$ cat src/rtl/sprite_compositor_pkg.sv
// sprite_compositor_pkg: shared widths, fetch FSM states and sprite attribute record
package sprite_compositor_pkg;
  localparam int RGB_W = 6;
  localparam int SPR_W = 8;
  typedef enum logic [1:0] {IDLE, CALC, WAIT, LOAD} fetch_state_t;
  typedef struct packed {
    logic [9:0] x;
    logic [9:0] y;
    logic [RGB_W-1:0] color;
    logic en;
  } spr_attr_t;
endpackage

$ cat src/rtl/sprite_compositor_if.sv
// sprite_compositor_if: video timing, staging, bitmap RAM and output signals of the compositor
interface sprite_compositor_if;
  import sprite_compositor_pkg::*;
  logic [9:0] pix_x;
  logic [9:0] pix_y;
  logic visible;
  logic hsync_in;
  logic vsync_in;
  logic [RGB_W-1:0] bg_rgb;
  logic [9:0] stg_x;
  logic [9:0] stg_y;
  logic [RGB_W-1:0] stg_color;
  logic stg_en;
  logic commit_req;
  logic clr_hit;
  logic [3:0] bmp_addr;
  logic [SPR_W-1:0] bmp_data;
  logic [RGB_W-1:0] rgb_out;
  logic hsync_out;
  logic vsync_out;
  logic commit_done;
  logic hit;
  modport master (
    output pix_x, pix_y, visible, hsync_in, vsync_in, bg_rgb,
    output stg_x, stg_y, stg_color, stg_en, commit_req, clr_hit, bmp_data,
    input bmp_addr, rgb_out, hsync_out, vsync_out, commit_done, hit
  );
  modport slave (
    input pix_x, pix_y, visible, hsync_in, vsync_in, bg_rgb,
    input stg_x, stg_y, stg_color, stg_en, commit_req, clr_hit, bmp_data,
    output bmp_addr, rgb_out, hsync_out, vsync_out, commit_done, hit
  );
endinterface

$ cat src/rtl/sprite_row_fetch.sv
// sprite_row_fetch: sync edge detect and per-line bitmap row fetch during horizontal blank
module sprite_row_fetch
  import sprite_compositor_pkg::*;
#(
  parameter int SPR_ROWS = 16,
  parameter int V_TOTAL = 525
) (
  input  logic clk,
  input  logic rst_n,
  input  logic hsync_in,
  input  logic vsync_in,
  input  logic [9:0] pix_y,
  input  logic [9:0] act_y,
  input  logic act_en,
  input  logic [SPR_W-1:0] bmp_data,
  output logic vs_rise,
  output logic [3:0] bmp_addr,
  output logic [SPR_W-1:0] row_buf
);
  localparam logic [9:0] LAST = 10'(V_TOTAL - 1);
  fetch_state_t state, nxt;
  logic hs_q, vs_q, hs_rise, in_row;
  logic [9:0] t, r;
  assign hs_rise = hsync_in & ~hs_q;
  assign vs_rise = vsync_in & ~vs_q;
  // Fetch is for the line after the one currently in hblank.
  assign t = (pix_y == LAST) ? '0 : pix_y + 10'd1;
  assign r = t - act_y;
  assign in_row = act_en && r < 10'(SPR_ROWS);
  always_comb begin
    nxt = IDLE;
    case (state)
      IDLE: nxt = hs_rise ? CALC : IDLE;
      CALC: nxt = in_row ? WAIT : IDLE;
      WAIT: nxt = LOAD;
      default: nxt = IDLE;
    endcase
  end
  always_ff @(posedge clk) begin
    if (!rst_n) begin
      state <= IDLE;
      hs_q <= 1'b0;
      vs_q <= 1'b0;
      bmp_addr <= '0;
      row_buf <= '0;
    end else begin
      state <= nxt;
      hs_q <= hsync_in;
      vs_q <= vsync_in;
      if (state == CALC && in_row) bmp_addr <= r[3:0];
      row_buf <= (state == LOAD) ? bmp_data : (state == CALC && !in_row) ? '0 : row_buf;
    end
  end
endmodule

$ cat src/rtl/sprite_compositor.sv
// sprite_compositor: vsync-shadowed single sprite overlaid on the background colour
module sprite_compositor
  import sprite_compositor_pkg::*;
#(
  parameter int SPR_ROWS = 16,
  parameter int V_TOTAL = 525
) (
  input logic clk,
  input logic rst_n,
  sprite_compositor_if.slave bus
);
  spr_attr_t act;
  logic pending, vs_rise, commit, on;
  logic [9:0] dx;
  logic [SPR_W-1:0] row_buf;
  sprite_row_fetch #(.SPR_ROWS(SPR_ROWS), .V_TOTAL(V_TOTAL)) u_fetch (
    .clk(clk),
    .rst_n(rst_n),
    .hsync_in(bus.hsync_in),
    .vsync_in(bus.vsync_in),
    .pix_y(bus.pix_y),
    .act_y(act.y),
    .act_en(act.en),
    .bmp_data(bus.bmp_data),
    .vs_rise(vs_rise),
    .bmp_addr(bus.bmp_addr),
    .row_buf(row_buf)
  );
  assign commit = vs_rise & (pending | bus.commit_req);
  // Unsigned wrap makes pixels left of the sprite look far away, so clipping is free.
  assign dx = bus.pix_x - act.x;
  assign on = bus.visible && dx < 10'(SPR_W) && row_buf[3'(SPR_W - 1) - dx[2:0]];
  always_ff @(posedge clk) begin
    if (!rst_n) begin
      act <= '0;
      pending <= 1'b0;
      bus.commit_done <= 1'b0;
      bus.rgb_out <= '0;
      bus.hsync_out <= 1'b0;
      bus.vsync_out <= 1'b0;
      bus.hit <= 1'b0;
    end else begin
      if (commit) act <= '{x: bus.stg_x, y: bus.stg_y, color: bus.stg_color, en: bus.stg_en};
      pending <= commit ? 1'b0 : pending | bus.commit_req;
      bus.commit_done <= commit;
      bus.rgb_out <= on ? act.color : bus.visible ? bus.bg_rgb : '0;
      bus.hsync_out <= bus.hsync_in;
      bus.vsync_out <= bus.vsync_in;
      bus.hit <= (on && bus.bg_rgb != '0) | (bus.hit & ~bus.clr_hit);
    end
  end
endmodule

$ cat src/flat_wrapper.sv
// flat-port wrapper written by rule: the top's interface ports become plain ports
module sprite_compositor_flat import sprite_compositor_pkg::*;
#(
  parameter int SPR_ROWS = 16,
  parameter int V_TOTAL = 525
)
  (clk, rst_n, bus_pix_x, bus_pix_y, bus_visible, bus_hsync_in, bus_vsync_in, bus_bg_rgb, bus_stg_x, bus_stg_y, bus_stg_color, bus_stg_en, bus_commit_req, bus_clr_hit, bus_bmp_data, bus_bmp_addr, bus_rgb_out, bus_hsync_out, bus_vsync_out, bus_commit_done, bus_hit);
  sprite_compositor_if bus_i ();
  input logic clk;
  input logic rst_n;
  input wire logic [$bits(bus_i.pix_x)-1:0] bus_pix_x;
  input wire logic [$bits(bus_i.pix_y)-1:0] bus_pix_y;
  input wire logic [$bits(bus_i.visible)-1:0] bus_visible;
  input wire logic [$bits(bus_i.hsync_in)-1:0] bus_hsync_in;
  input wire logic [$bits(bus_i.vsync_in)-1:0] bus_vsync_in;
  input wire logic [$bits(bus_i.bg_rgb)-1:0] bus_bg_rgb;
  input wire logic [$bits(bus_i.stg_x)-1:0] bus_stg_x;
  input wire logic [$bits(bus_i.stg_y)-1:0] bus_stg_y;
  input wire logic [$bits(bus_i.stg_color)-1:0] bus_stg_color;
  input wire logic [$bits(bus_i.stg_en)-1:0] bus_stg_en;
  input wire logic [$bits(bus_i.commit_req)-1:0] bus_commit_req;
  input wire logic [$bits(bus_i.clr_hit)-1:0] bus_clr_hit;
  input wire logic [$bits(bus_i.bmp_data)-1:0] bus_bmp_data;
  output wire logic [$bits(bus_i.bmp_addr)-1:0] bus_bmp_addr;
  output wire logic [$bits(bus_i.rgb_out)-1:0] bus_rgb_out;
  output wire logic [$bits(bus_i.hsync_out)-1:0] bus_hsync_out;
  output wire logic [$bits(bus_i.vsync_out)-1:0] bus_vsync_out;
  output wire logic [$bits(bus_i.commit_done)-1:0] bus_commit_done;
  output wire logic [$bits(bus_i.hit)-1:0] bus_hit;
  assign bus_i.pix_x = bus_pix_x;
  assign bus_i.pix_y = bus_pix_y;
  assign bus_i.visible = bus_visible;
  assign bus_i.hsync_in = bus_hsync_in;
  assign bus_i.vsync_in = bus_vsync_in;
  assign bus_i.bg_rgb = bus_bg_rgb;
  assign bus_i.stg_x = bus_stg_x;
  assign bus_i.stg_y = bus_stg_y;
  assign bus_i.stg_color = bus_stg_color;
  assign bus_i.stg_en = bus_stg_en;
  assign bus_i.commit_req = bus_commit_req;
  assign bus_i.clr_hit = bus_clr_hit;
  assign bus_i.bmp_data = bus_bmp_data;
  assign bus_bmp_addr = bus_i.bmp_addr;
  assign bus_rgb_out = bus_i.rgb_out;
  assign bus_hsync_out = bus_i.hsync_out;
  assign bus_vsync_out = bus_i.vsync_out;
  assign bus_commit_done = bus_i.commit_done;
  assign bus_hit = bus_i.hit;
  sprite_compositor #(.SPR_ROWS(SPR_ROWS), .V_TOTAL(V_TOTAL)) u_core (.clk(clk), .rst_n(rst_n), .bus(bus_i));
endmodule
$ cat config.mk
export PLATFORM = sky130hd
export DESIGN_NAME = sprite_compositor_flat
export DESIGN_NICKNAME = d
export VERILOG_FILES = /design/src/rtl/sprite_compositor_pkg.sv /design/src/rtl/sprite_compositor_if.sv /design/src/rtl/sprite_row_fetch.sv /design/src/rtl/sprite_compositor.sv /design/src/flat_wrapper.sv
export SDC_FILE = /design/constraint.sdc
export NUM_CORES = 1
export LEC_CHECK = 0
export BUFFER_PORTS_ARGS = -buffer_cell sky130_fd_sc_hd__buf_2
export CAP_MARGIN = 20
export CORE_AREA = 2 2 116 62
export CTS_BUF_LIST = sky130_fd_sc_hd__clkbuf_4
export DETAILED_ROUTE_END_ITERATION = 16
export DIE_AREA = 0 0 118 64
export GPL_TIMING_DRIVEN = 0
export PLACE_DENSITY_LB_ADDON = 0.12
export RECOVER_POWER = 100
export SLEW_MARGIN = 25
export SYNTH_ARGS = -nofsm -noshare
export SYNTH_HDL_FRONTEND = slang
export SYNTH_SLANG_ARGS = --single-unit
$ cat constraint.sdc
create_clock -name clk -period 3.6 [get_ports clk]
set_input_delay 1.08 -clock clk [delete_from_list [all_inputs] [get_ports clk]]
set_output_delay 1.08 -clock clk [all_outputs]
set_load 0.01 [all_outputs]
# ---- After elaboration in Yosys (flattened, before gate mapping)
# Cells that the tools add are included.
dict set report word_totals {
  reg_bits 52
  input_bits 68
  output_inout_bits 14
  elab_cells 55
}
dict set report op_classes {
  n_addsub 4
  n_lt_le_gt_ge 3
  eq_ne 4
  muxes 10
  bitwise_logic 10
  n_reduce_logical 11
}
# operator count
set ops {}
lappend ops {{$sub A10 B10 Y10} 2}
lappend ops {{$mux W8} 2}
lappend ops {{$mux W6} 2}
lappend ops {{$add A10 B1 Y10 const B} 1}
lappend ops {{$eq A10 B10 Y1 const B} 1}
lappend ops {{$lt A10 B4 Y1 const B} 1}
lappend ops {{$lt A10 B5 Y1 const B} 1}
lappend ops {{$mux W10} 1}
lappend ops {{$logic_and A1 B1 Y1} 6}
lappend ops {{$pmux W2 S3} 1}
lappend ops {{$reduce_bool A6 Y1} 1}
lappend ops {{$and A1 B1 Y1} 4}
lappend ops {{$eq A2 B2 Y1 const B} 2}
lappend ops {{$lt A3 B4 Y1 const B} 1}
lappend ops {{$not A1 Y1} 4}
lappend ops {{$bmux W1 S3} 1}
lappend ops {{$sub A3 B3 Y3 const A} 1}
lappend ops {{$eq A2 B1 Y1 const B} 1}
lappend ops {{$logic_not A2 Y1} 1}
lappend ops {{$mux W1} 2}
lappend ops {{$mux W2} 1}
lappend ops {{$or A1 B1 Y1} 2}
lappend ops {{$reduce_bool A2 Y1} 1}
lappend ops {{$reduce_or A2 Y1} 1}
lappend ops {{$logic_not A1 Y1} 1}

# ---- Longest topological paths before layout
# Gate-level depths: netlist (run 1).
dict set report depth {
  word_depth 9
  depth_mapped 14
}

# ---- By module
# A second synthesis (run 1) with hierarchy kept.
dict set report unflattened {
  cells_unflattened 347
  hier_area_um2 3158.0
}
# mod n_inst cells_per_inst area_each_um2
set by_module_without_submodules {}
lappend by_module_without_submodules {sprite_compositor 1 186 1835.5}
lappend by_module_without_submodules {sprite_row_fetch 1 161 1322.5}

# ---- Worst setup path before layout (run 1)
# No wires, ideal clock.
dict set report synth_path {
  path_type {input to register}
  from {in bus_pix_y[0]}
  to {reg u_core.u_fetch.row_buf[0]}
  arrival_ns 3.738
  slack_ns -0.212
  stages 14
  n_path_buf 0
  cell_sequence {inv_1 ha_1 nand2_1 and4bb_1 or2_2 ha_1 fa_1 nor2b_1 o2111ai_1 nand3b_1 xor2_1 a2111oi_2 nand3_1 a31oi_1}
}
dict set report synth_between {
  elab_chain_cells 8
}
# element line
set synth_lines {}
lappend synth_lines {{from (decl)} flat_wrapper.sv:12} ;# input wire logic [$bits(bus_i.pix_y)-1:0] bus_pix_y;
lappend synth_lines {{$add A10 B1 Y10 or $eq A10 B10 Y1 (tied branches)} sprite_row_fetch.sv:27} ;# assign t = (pix_y == LAST) ? '0 : pix_y + 10'd1;
lappend synth_lines {{$mux W10 *} sprite_row_fetch.sv:27}
lappend synth_lines {{$sub A10 B10 Y10 *} sprite_row_fetch.sv:28} ;# assign r = t - act_y;
lappend synth_lines {{$lt A10 B5 Y1 *} sprite_row_fetch.sv:29} ;# assign in_row = act_en && r < 10'(SPR_ROWS);
lappend synth_lines {{$logic_and A1 B1 Y1 *} sprite_row_fetch.sv:29}
lappend synth_lines {{$logic_not A1 Y1 *} sprite_row_fetch.sv:51} ;# row_buf <= (state == LOAD) ? bmp_data : (state == CALC && !in_row) ? '0 : row_buf;
lappend synth_lines {{$logic_and A1 B1 Y1 *} sprite_row_fetch.sv:51}
lappend synth_lines {{$reduce_bool A2 Y1 (no source line) *} --}
lappend synth_lines {{to (signal assigned)} sprite_row_fetch.sv:51}
lappend synth_lines {{to (decl)} sprite_row_fetch.sv:18} ;# output logic [SPR_W-1:0] row_buf
# Every way passes the cells marked *; elsewhere a longest branch is shown, timed or not.
# A chain may end at the register's enable or synchronous reset.

# ---- Worst setup path after layout (run 1)
dict set report layout_path {
  from {in bus_pix_y[1]}
  to {reg u_core.u_fetch.bmp_addr[2]}
}
dict set report layout_between {
  elab_chain_cells 6
}
# element line
set layout_lines {}
lappend layout_lines {{$add A10 B1 Y10 or $eq A10 B10 Y1 (tied branches)} sprite_row_fetch.sv:27}
lappend layout_lines {{$mux W10 *} sprite_row_fetch.sv:27}
lappend layout_lines {{$sub A10 B10 Y10 *} sprite_row_fetch.sv:28}
lappend layout_lines {{$lt A10 B5 Y1} sprite_row_fetch.sv:29}
lappend layout_lines {{$logic_and A1 B1 Y1} sprite_row_fetch.sv:29}
lappend layout_lines {{$logic_and A1 B1 Y1} sprite_row_fetch.sv:50} ;# if (state == CALC && in_row) bmp_addr <= r[3:0];
lappend layout_lines {{to (signal assigned)} sprite_row_fetch.sv:50}
lappend layout_lines {{to (decl)} sprite_row_fetch.sv:17} ;# output logic [3:0] bmp_addr,
# Marks and branches as above.

==> results of run 1 <==
## layer usage
metal  wire length, µm  global-route usage  vias up
met4                46              0.0361        0
met5                 0                   0        -
met2              3500               0.343      114
li1                  -                   -     1563
met3               639              0.0589        7
met1              4550               0.358     1438
## state kept, by name (all words and copies together) (netlist names)
| name | count |
|---|---|
| u_core.bus.rgb_out | 6 |
| u_core.u_fetch.bmp_addr | 4 |
| u_core.bus.hsync_out | 1 |
| u_core.pending | 1 |
| u_core.bus.hit | 1 |
| u_core.bus.vsync_out | 1 |
| u_core.u_fetch.state | 2 |
| u_core.bus.commit_done | 1 |
| u_core.u_fetch.row_buf | 8 |
| u_core.act | 27 |
## worst register-to-register path: cells and delay by family, from the launching register on
kind,cells,cell delay (ns)
adder cells (fa/ha/maj),2,0.73
AND/OR/NAND/NOR,2,0.73
multiplexers,3,0.55
AO/OA/AOI/OAI,1,0.43
flip-flops,1,0.38
buffers and inverters,1,0.06
## power groups by stage
stage | Clock, mW | Sequential (mW) | Combinational [mW]
2_1_floorplan | 0 | 0.620 | 0.213
3_3_place_gp | 0 | 0.620 | 0.315
3_5_place_dp | 0 | 0.621 | 0.322
4_1_cts | 0.342 | 0.609 | 0.339
5_1_grt | 0.368 | 0.612 | 0.405
6_report | 0.342 | 0.609 | 0.364
## final timing paths
check | from | endpoint | slack, ns
worst max register to register | u_core.act[17] | u_core.bus.rgb_out[2] | 0.67
worst max-delay path | bus_pix_y[1] | u_core.u_fetch.bmp_addr[2] | 0.03
worst min-delay path | u_core.act[1] | u_core.act[1] | 0.48
worst min register to register | u_core.act[1] | u_core.act[1] | 0.48
## cells by family after synthesis
logic type | count (synthesis) | share of synthesized area
simple gates | 161 | 0.240
compound gates | 93 | 0.203
flops | 52 | 0.327
buf+inv | 42 | 0.0495
fa+ha+maj | 22 | 0.0911
xor+xnor | 14 | 0.0385
mux | 14 | 0.0518
## Yosys cell counts (10+ instances only)
cell      instances
ha_1             20
inv_1            25
a21boi_0         29
mux2i_1          12
clkbuf_1         16
nand2_1          88
dfxtp_1          52
a21oi_1          10
o21ai_0          18
nand3_1          11
nor2_1           16
## area by class of cell
cell class,count,area share
Sequential cell,52,0.260
Buffer,17,0.0160
Tap cell,92,0.0288
Inverter,25,0.0278
Multi-Input combinational cell,304,0.533
Clock inverter,3,0.0106
Clock buffer,5,0.00939
Timing Repair Buffer,88,0.114
## per-stage QoR
step	area [µm²]	util
finish	4000	0.616
global route	4000	0.616
CTS	3940	0.607
detailed placement	3780	0.582
global placement	3780	0.582
floorplan	3260	-
## timing repair
item,CTS,global route
endpoints found under the hold margin,0,0
endpoints found under the setup margin,13,13
setup buffers,4,3
pin swaps,9,5
gates resized for setup,11,11
hold buffers,0,0
==> flow_metrics.tcl, run 1 <==
set metrics [dict create \
    wire_per_inst_um 14.9 \
    start_kind "input port" \
    layout-drive-gt1-share 0.221 \
    die_h_um 64 \
    holdWs_ns 0.475 \
    coreArea_um2 6490 \
    yosysWarnings 0 \
    hold_path_class "reg -> reg" \
    gp_congestion 0.927 \
    synthArstFlopShare 0 \
    gr-total-overflow 0 \
    slowest_stage "a2111oi_4" \
    ys_seq_area_frac 0.327 \
    critPathArrivalTime_ns 3.86 \
    final_common_cell "nand2_1" \
    dpl_worst_slack_ns -0.530 \
    worstPathRequired_ns 3.89 \
    tightest_slew_ns 0.589 \
    synth-edff-count 0 \
    crit_cells 17 \
    antenna_cells 0 \
    cap_violations 0 \
    first_pass_iters 5 \
    worst_slack_ns 0.0341 \
    grt_antenna_before_repair 0 \
    start_util 0.491 \
    syn-cell-area_um2 3190 \
    synth_top_area_frac 0.327 \
    final_net_count 583 \
    max_freq_mhz 280 \
    slew_headroom 0.604 \
    path_max_fanout 6 \
    ys.flop_type "dfxtp_1" \
    max_stage_delay_ns 0.36 \
    crit_type "in -> reg" \
    numClockSinks 52 \
    cp_common_cell "buf_4" \
    viasPerCell 5.33 \
    synth_fp_nets 488 \
    grt_max_degree 17 \
    slew_viol_final 0 \
    ys_seq_elements 52 \
    clkTransAtPathRegs_ns 0.15 \
    p_leak_nw 1.59 \
    dp_hpwl_mm 6.72 \
    power.density_nw_per_um2 329 \
    io_buffers 81 \
    stdcell_count 586 \
    grt_pass1_vias 2862 \
    tns_ns 0 \
    clockBufferDepth 2 \
    status "finished, final reports clean" \
    cts_buffers 5 \
    fill_cells 602 \
    cts-root-buf "clkbuf_4" \
    p_switching_uw 416 \
    cts_tree "yes" \
    avgSynthCellArea_um2 8.01 \
    layout_common_cells "nand2_1, buf_2, dfxtp_1" \
    swShare 0.316 \
    cp.buffers_inverters 5 \
    multi_input_area_um2 2130 \
    yosysTopAreaCell "dfxtp_1" \
    pwr-share-comb 0.277 \
    worstPathCellList "buf_8, inv_12, ha_4, nand2_1, and4bb_2, buf_4, nor2_1, ha_4, a21o_1, nand2_1, nand3_2, buf_4, a21o_1, a2111oi_4, buf_4, nand4_4, mux2i_1" \
    dieWidth_um 118 \
    ir_drop_v 0.000167 \
    drt-total-wl_mm 8.73 \
    vias 3122 \
    row_count 21 \
    end_kind "flop" \
    cell_internal_pwr_uw 901 \
    detail_route.iter0.violations 184 \
    p_seq_frac 0.463 \
    power_frac_clock 0.260 \
    yosys-top-cells-area "dfxtp_1, nand2_1, ha_1, a21boi_0, mux2i_1" \
    ant_nets 0 \
    skew_ns 0.00966 \
    die_area_um2 7550 \
    grtUsageTotal 0.237 \
    ys_types 49 \
    ff_latch_area_um2 1040 \
    crit_family "simple AND/OR/NAND/NOR gates" \
    clkLatencyLatePin_ns 0.39 \
    place_inst 571 \
    drc 0 \
    grt_first_pass_wirelength_mm 14.1 \
    finalSetupViolCount 0 \
    htree_levels 2 \
    io_pins 82 \
    fin_crit_ns 3.57 \
    reg2regPathDepth 9 \
    fin_crit_sh 0.991 \
    synth_cells 398 \
    finalPower_mw 1.32 \
    syn_to_final_growth_pct 25.4 \
    hold_viol 0 \
    hold_depth 2 \
]
Note: power is estimated with default switching activity, not from simulation.
==> run 2, diff against run 1 <==
- ABC_AREA: default -> 1
- CORE_AREA: 2 2 116 62 -> 2 2 119 63
- DIE_AREA: 0 0 118 64 -> 0 0 121 65
- RECOVER_POWER: 100 -> default
==> run 2 against run 1 <==
Against the previous run: utilization decreased by 5.5 points; sequential power hardly changed; hold slack gained 0.0083 ns; clock skew rose by 0.015 ns; final cell count rose by 18%; combinational power increased by 3%; sequential cell count is the same; setup slack better by 0.25 ns; highest routed layer unchanged.
==> flow_metrics.tcl, run 2 <==
set metrics [dict create \
    slew_headroom 0.617 \
    power_frac_clock 0.223 \
    grt_first_pass_wirelength_mm 14.3 \
    reg2reg_to "u_core.bus.rgb_out[0]" \
    rrSetupSlack_ns 1.27 \
    yosysTopAreaCell "dfxtp_1" \
    fin_util 0.561 \
    htree_levels 2 \
    final_cell_area_um2 3910 \
    first_pass_iters 5 \
    worstHoldStart "u_core.u_fetch.row_buf[7]" \
    dpl-instance-area_um2 3840 \
    slowest_stage "fa_1" \
    layout-drive-gt1-share 0.198 \
    dr.max_layer_used "met4" \
    clkTransAtPathRegs_ns 0.17 \
    synth_fp_nets 596 \
    syn_to_final_growth_pct 18.0 \
    cp_common_cell "nand2_1" \
    vias 3333 \
    p_seq_frac 0.479 \
    die_h_um 65 \
    synth_commonest_cells "nand2_1, inv_1, dfxtp_1" \
    detail_route.iter0.violations 240 \
    synth_cells 506 \
    biggestRegsByFlops "u_core.act: 27 flops, u_core.u_fetch.row_buf: 8 flops, u_core.bus.rgb_out: 6 flops" \
    finalSetupViolCount 0 \
    status "finished, final reports clean" \
    io_buffers 81 \
    p_leak_nw 2.07 \
    grt_pass1_vias 2973 \
    drt-total-wl_mm 8.52 \
    clockBufferDepth 2 \
    hold_depth 2 \
    die_area_um2 7870 \
    numClockSinks 52 \
    largest_reg_flops 27 \
    dieWidth_um 121 \
    cell_internal_pwr_uw 820 \
    start_kind "input port" \
    gr-total-overflow 0 \
    cts_buffers 5 \
    critPathArrivalTime_ns 3.65 \
    ant_nets 0 \
    cts_tree "yes" \
    path_max_fanout 8 \
    tns_ns 0 \
    min_to "u_core.u_fetch.row_buf[7]" \
    cts-root-buf "clkbuf_4" \
    hold_path_class "reg -> reg" \
    fin_crit_ns 3.31 \
    yosysWarnings 0 \
    synth_most_common_cell "nand2_1" \
    max_stage_delay_ns 0.41 \
    final_net_count 684 \
    dp_hpwl_mm 7.01 \
    hold_viol 0 \
    dr_wl_met3_um 747 \
    fin_crit_sh 0.920 \
    avgSynthCellArea_um2 6.55 \
    end_kind "flop" \
    wl_met2_mm 3.02 \
    grtUsageTotal 0.233 \
    grt_max_degree 18 \
    coreArea_um2 6960 \
    swShare 0.351 \
    worstPathRequired_ns 3.94 \
    ys.flop_type "dfxtp_1" \
    pwr-share-comb 0.297 \
    row_count 22 \
    wire_per_inst_um 12.3 \
    tightest_slew_ns 0.574 \
    grt_antenna_before_repair 0 \
    drc 0 \
    holdWs_ns 0.483 \
    gp_congestion 0.882 \
    cts-resized-gates 0 \
    synth-edff-count 0 \
    start_util 0.476 \
    yosys-top-cells-area "dfxtp_1, nand2_1, inv_1, ha_1, nand3_1" \
    layout_common_cells "nand2_1, inv_1, buf_2" \
    clkLatencyLatePin_ns 0.40 \
    power.density_nw_per_um2 324 \
    cts_hold_buf 0 \
    finalPower_mw 1.27 \
    p_switching_uw 445 \
    ys_types 34 \
    final_common_cell "nand2_1" \
    ys_seq_elements 52 \
    max_freq_mhz 302 \
    regMostFlops "u_core.act" \
    slew_viol_final 0 \
    synth_top_area_frac 0.314 \
    cap_violations 0 \
    ys_seq_area_frac 0.314 \
    rr_startpoint "u_core.act[17]" \
    crit_type "in -> reg" \
    drt-met1-wl_mm 4.72 \
    skew_ns 0.0251 \
    cts_setup_buffers 0 \
    rsz0062_at_grt "false" \
    ir_drop_v 0.000236 \
    synthArstFlopShare 0 \
    io_pins 82 \
    antenna_cells 0 \
    viasPerCell 4.82 \
    reg2regPathDepth 14 \
    syn-cell-area_um2 3310 \
    worstPathCellList "buf_2, inv_1, ha_1, nand2_1, nor2_1, nand3_2, nand2_1, ha_1, fa_1, nand3b_1, nand2_1, nand2_1, nand2_1, nand2_1, nand2_1, nand3_1, nor2_2, nand3_4, nand2_1, nand2_1, nor2_1" \
]
-- run 2: changes by cell type after synthesis, sizes merged, moves of 5 or more --
cell	previous run	this run
nor2	16	38
nand3b	2	7
clkbuf	16	6
o21ai	19	27
a21o	6	1
a21boi	29	5
inv	25	92
nand2b	7	0
nand2	88	162
nand3	11	51
a31oi	8	0
mux2i	12	0
and3	8	0
-- run 2: worst max path at each step --
stage                       from                    endpoint  slack (ns)  depth (start not counted)
finish              bus_pix_y[0]  u_core.u_fetch.bmp_addr[0]        0.29                         21
floorplan           bus_pix_y[0]  u_core.u_fetch.bmp_addr[0]        0.34                         19
detailed placement  bus_pix_y[0]  u_core.u_fetch.bmp_addr[1]       -0.24                         21
global placement    bus_pix_y[0]  u_core.u_fetch.bmp_addr[2]       -0.15                         21
CTS                 bus_pix_y[0]  u_core.u_fetch.bmp_addr[0]        0.18                         21
global route        bus_pix_y[0]  u_core.u_fetch.bmp_addr[0]        0.02                         22
-- run 2: layer usage --
metal | up-vias | global-route usage
met5 | - | 0
met4 | 0 | 0.0262
met3 | 4 | 0.0607
met2 | 106 | 0.318
met1 | 1469 | 0.367
li1 | 1754 | -
-- run 2: critical path, delay by kind of cell --
kind | cells | cell delay (ns)
buf+inv | 2 | 0.17
fa+ha+maj | 3 | 0.80
simple gates | 16 | 1.62
-- run 2: per-stage QoR --
step,cells,setup slack [ns]
2_1_floorplan,506,0.340
3_3_place_gp,683,-0.154
3_5_place_dp,683,-0.237
4_1_cts,691,0.183
5_1_grt,691,0.0236
6_report,691,0.287
-- run 2: power groups by stage --
stage	Clock (mW)	Combinational (mW)	Sequential, mW
floorplan	0	0.252	0.620
finish	0.282	0.376	0.606
CTS	0.299	0.371	0.607
detailed placement	0	0.370	0.619
global route	0.321	0.434	0.609
global placement	0	0.361	0.618
-- run 2: kinds of logic after synthesis --
family	Yosys count	share of synthesized area
flip-flops	52	0.314
AO/OA/AOI/OAI	51	0.0907
AND/OR/NAND/NOR	271	0.365
adder cells (fa/ha/maj)	22	0.0876
buffers and inverters	101	0.119
XOR/XNOR	9	0.0238
-- run 2: area by class of cell --
| type | instances | area [µm²] |
|---|---|---|
| clock buffer | 5 | 37.5 |
| fill | 737 | 3060 |
| multi-input combinational | 353 | 1890 |
| timing repair buffer | 81 | 405 |
| tap | 96 | 120 |
| inverter | 92 | 345 |
| buffer | 9 | 48.8 |
| sequential | 52 | 1040 |
| clock inverter | 3 | 22.5 |
==> run 3, diff against run 2 <==
- clock period: 3.6 -> 3.5 ns (I/O delays scaled with it)
==> run 3 against run 2 <==
Against the previous run: register-to-register slack lost 0.09 ns; critical endpoint unchanged; sequential share of layout area fell by 0.11 points; die area is the same.
==> flow_metrics.tcl, run 3 (synthesized netlist as in run 2, its figures left out) <==
set metrics [dict create \
    layout_common_cells "nand2_1, inv_1, buf_2" \
    worstPathCellList "buf_2, inv_1, ha_1, nand2_1, nor2_1, nand3_2, nand2_1, ha_1, fa_1, nand3b_1, nand2_2, nand2_1, nand2_1, nand2_1, nand2_1, nand3_1, nor2_2, nand3_4, nand2_1, nand2_1, nor2_1" \
    cap_violations 0 \
    coreArea_um2 6960 \
    grt_pass1_vias 2973 \
    detail_route.iter0.violations 285 \
    path_max_fanout 8 \
    io_buffers 81 \
    final_common_cell "nand2_1" \
    wire_per_inst_um 12.4 \
    final_cell_area_um2 3930 \
    drt-total-wl_mm 8.57 \
    hold_viol 0 \
    layout-drive-gt1-share 0.206 \
    die_area_um2 7870 \
    holdWs_ns 0.483 \
    p_leak_nw 2.07 \
    fin_crit_ns 3.28 \
    gp_congestion 0.882 \
    final_net_count 685 \
    status "finished, final reports clean" \
    grt_max_degree 18 \
    max_freq_mhz 305 \
    max_stage_delay_ns 0.41 \
    place_inst 683 \
    antenna_cells 0 \
    slowest_stage "fa_1" \
    io_pins 82 \
    cts-root-buf "clkbuf_4" \
    numClockSinks 52 \
    dieWidth_um 121 \
    die_h_um 65 \
    viasPerCell 4.82 \
    clkLatencyLatePin_ns 0.40 \
    grt_antenna_before_repair 0 \
    first_pass_iters 5 \
    cts_buffers 5 \
    slew_viol_final 0 \
    cts_tree "yes" \
    ir_drop_v 0.000244 \
    worstPathRequired_ns 3.84 \
    skew_ns 0.0281 \
    clkTransAtPathRegs_ns 0.18 \
    dpl-instance-area_um2 3840 \
    biggestRegsByFlops "u_core.act: 27 flops, u_core.u_fetch.row_buf: 8 flops, u_core.bus.rgb_out: 6 flops" \
    stdcell_count 692 \
    start_kind "input port" \
    vias 3332 \
    regMostFlops "u_core.act" \
    end_kind "flop" \
    power.density_nw_per_um2 334 \
    htree_levels 2 \
    fin_crit_sh 0.937 \
    rsz0062_at_grt "false" \
    grtUsageTotal 0.233 \
    grt_first_pass_wirelength_mm 14.3 \
    syn_to_final_growth_pct 18.5 \
    drc 0 \
    gr-total-overflow 0 \
    slew_headroom 0.619 \
    ant_nets 0 \
    dp_hpwl_mm 7.01 \
    clockBufferDepth 2 \
    crit_family "simple AND/OR/NAND/NOR gates" \
    start_util 0.476 \
    finalPower_mw 1.31 \
    cp_common_cell "nand2_1" \
    critPathArrivalTime_ns 3.62 \
    row_count 22 \
    largest_reg_flops 27 \
    cp.buffers_inverters 2 \
    crit_type "in -> reg" \
    tightest_slew_ns 0.571 \
    hold_path_class "reg -> reg" \
    finalSetupViolCount 0 \
]
[run 3: what timing repair did]
action	CTS	global route
resized for setup	0	8
setup endpoints to repair	0	13
buffers inserted	0	1
hold buffers	0	0
[run 3: final timing paths]
| kind | slack [ns] | to | cells after the start | startpoint |
|---|---|---|---|---|
| worst max register to register | 1.18 | u_core.bus.rgb_out[0] | 14 | u_core.act[17] |
| worst min register to register | 0.48 | u_core.u_fetch.row_buf[7] | 2 | u_core.u_fetch.row_buf[7] |
| worst min-delay path | 0.48 | u_core.u_fetch.row_buf[7] | 2 | u_core.u_fetch.row_buf[7] |
| worst max-delay path | 0.22 | u_core.u_fetch.bmp_addr[0] | 21 | bus_pix_y[0] |
[run 3: metal layers]
metal  track usage  wire length [µm]  vias up
li1              -                 -     1757
met1         0.367              4790     1462
met2         0.318              3070      109
met3        0.0607               682        4
met4        0.0262                26        0
met5             0                 0        -
[run 3: final cells by class]
| type | count | area (µm²) |
|---|---|---|
| fillers | 733 | 3040 |
| multi-input cells | 353 | 1900 |
| flip-flops and latches | 52 | 1040 |
| repair buffers | 82 | 413 |
| inverters | 92 | 345 |
| well taps | 96 | 120 |
| plain buffers | 9 | 48.8 |
| clock buffers | 5 | 37.5 |
| clock inverters | 3 | 22.5 |
[run 3: power by group]
part | internal, mW | leakage [nW] | switching (mW)
Combinational | 0.148 | 1.61 | 0.244
Sequential | 0.616 | 0.424 | 0.00781
Clock | 0.0815 | 0.0356 | 0.212
[run 3: through the flow]
step | TNS [ns] | util | worst slack, ns
6_report | 0 | 0.564 | 0.219
3_3_place_gp | -1.92 | 0.551 | -0.224
5_1_grt | 0 | 0.564 | 0.00793
4_1_cts | 0 | 0.560 | 0.113
2_1_floorplan | 0 | - | 0.270
3_5_place_dp | -2.99 | 0.551 | -0.307
[run 3: worst min-delay path, delay by kind of cell, from the launching register on]
kind	cells	cell delay [ns]
flops	1	0.35
simple gates	2	0.11
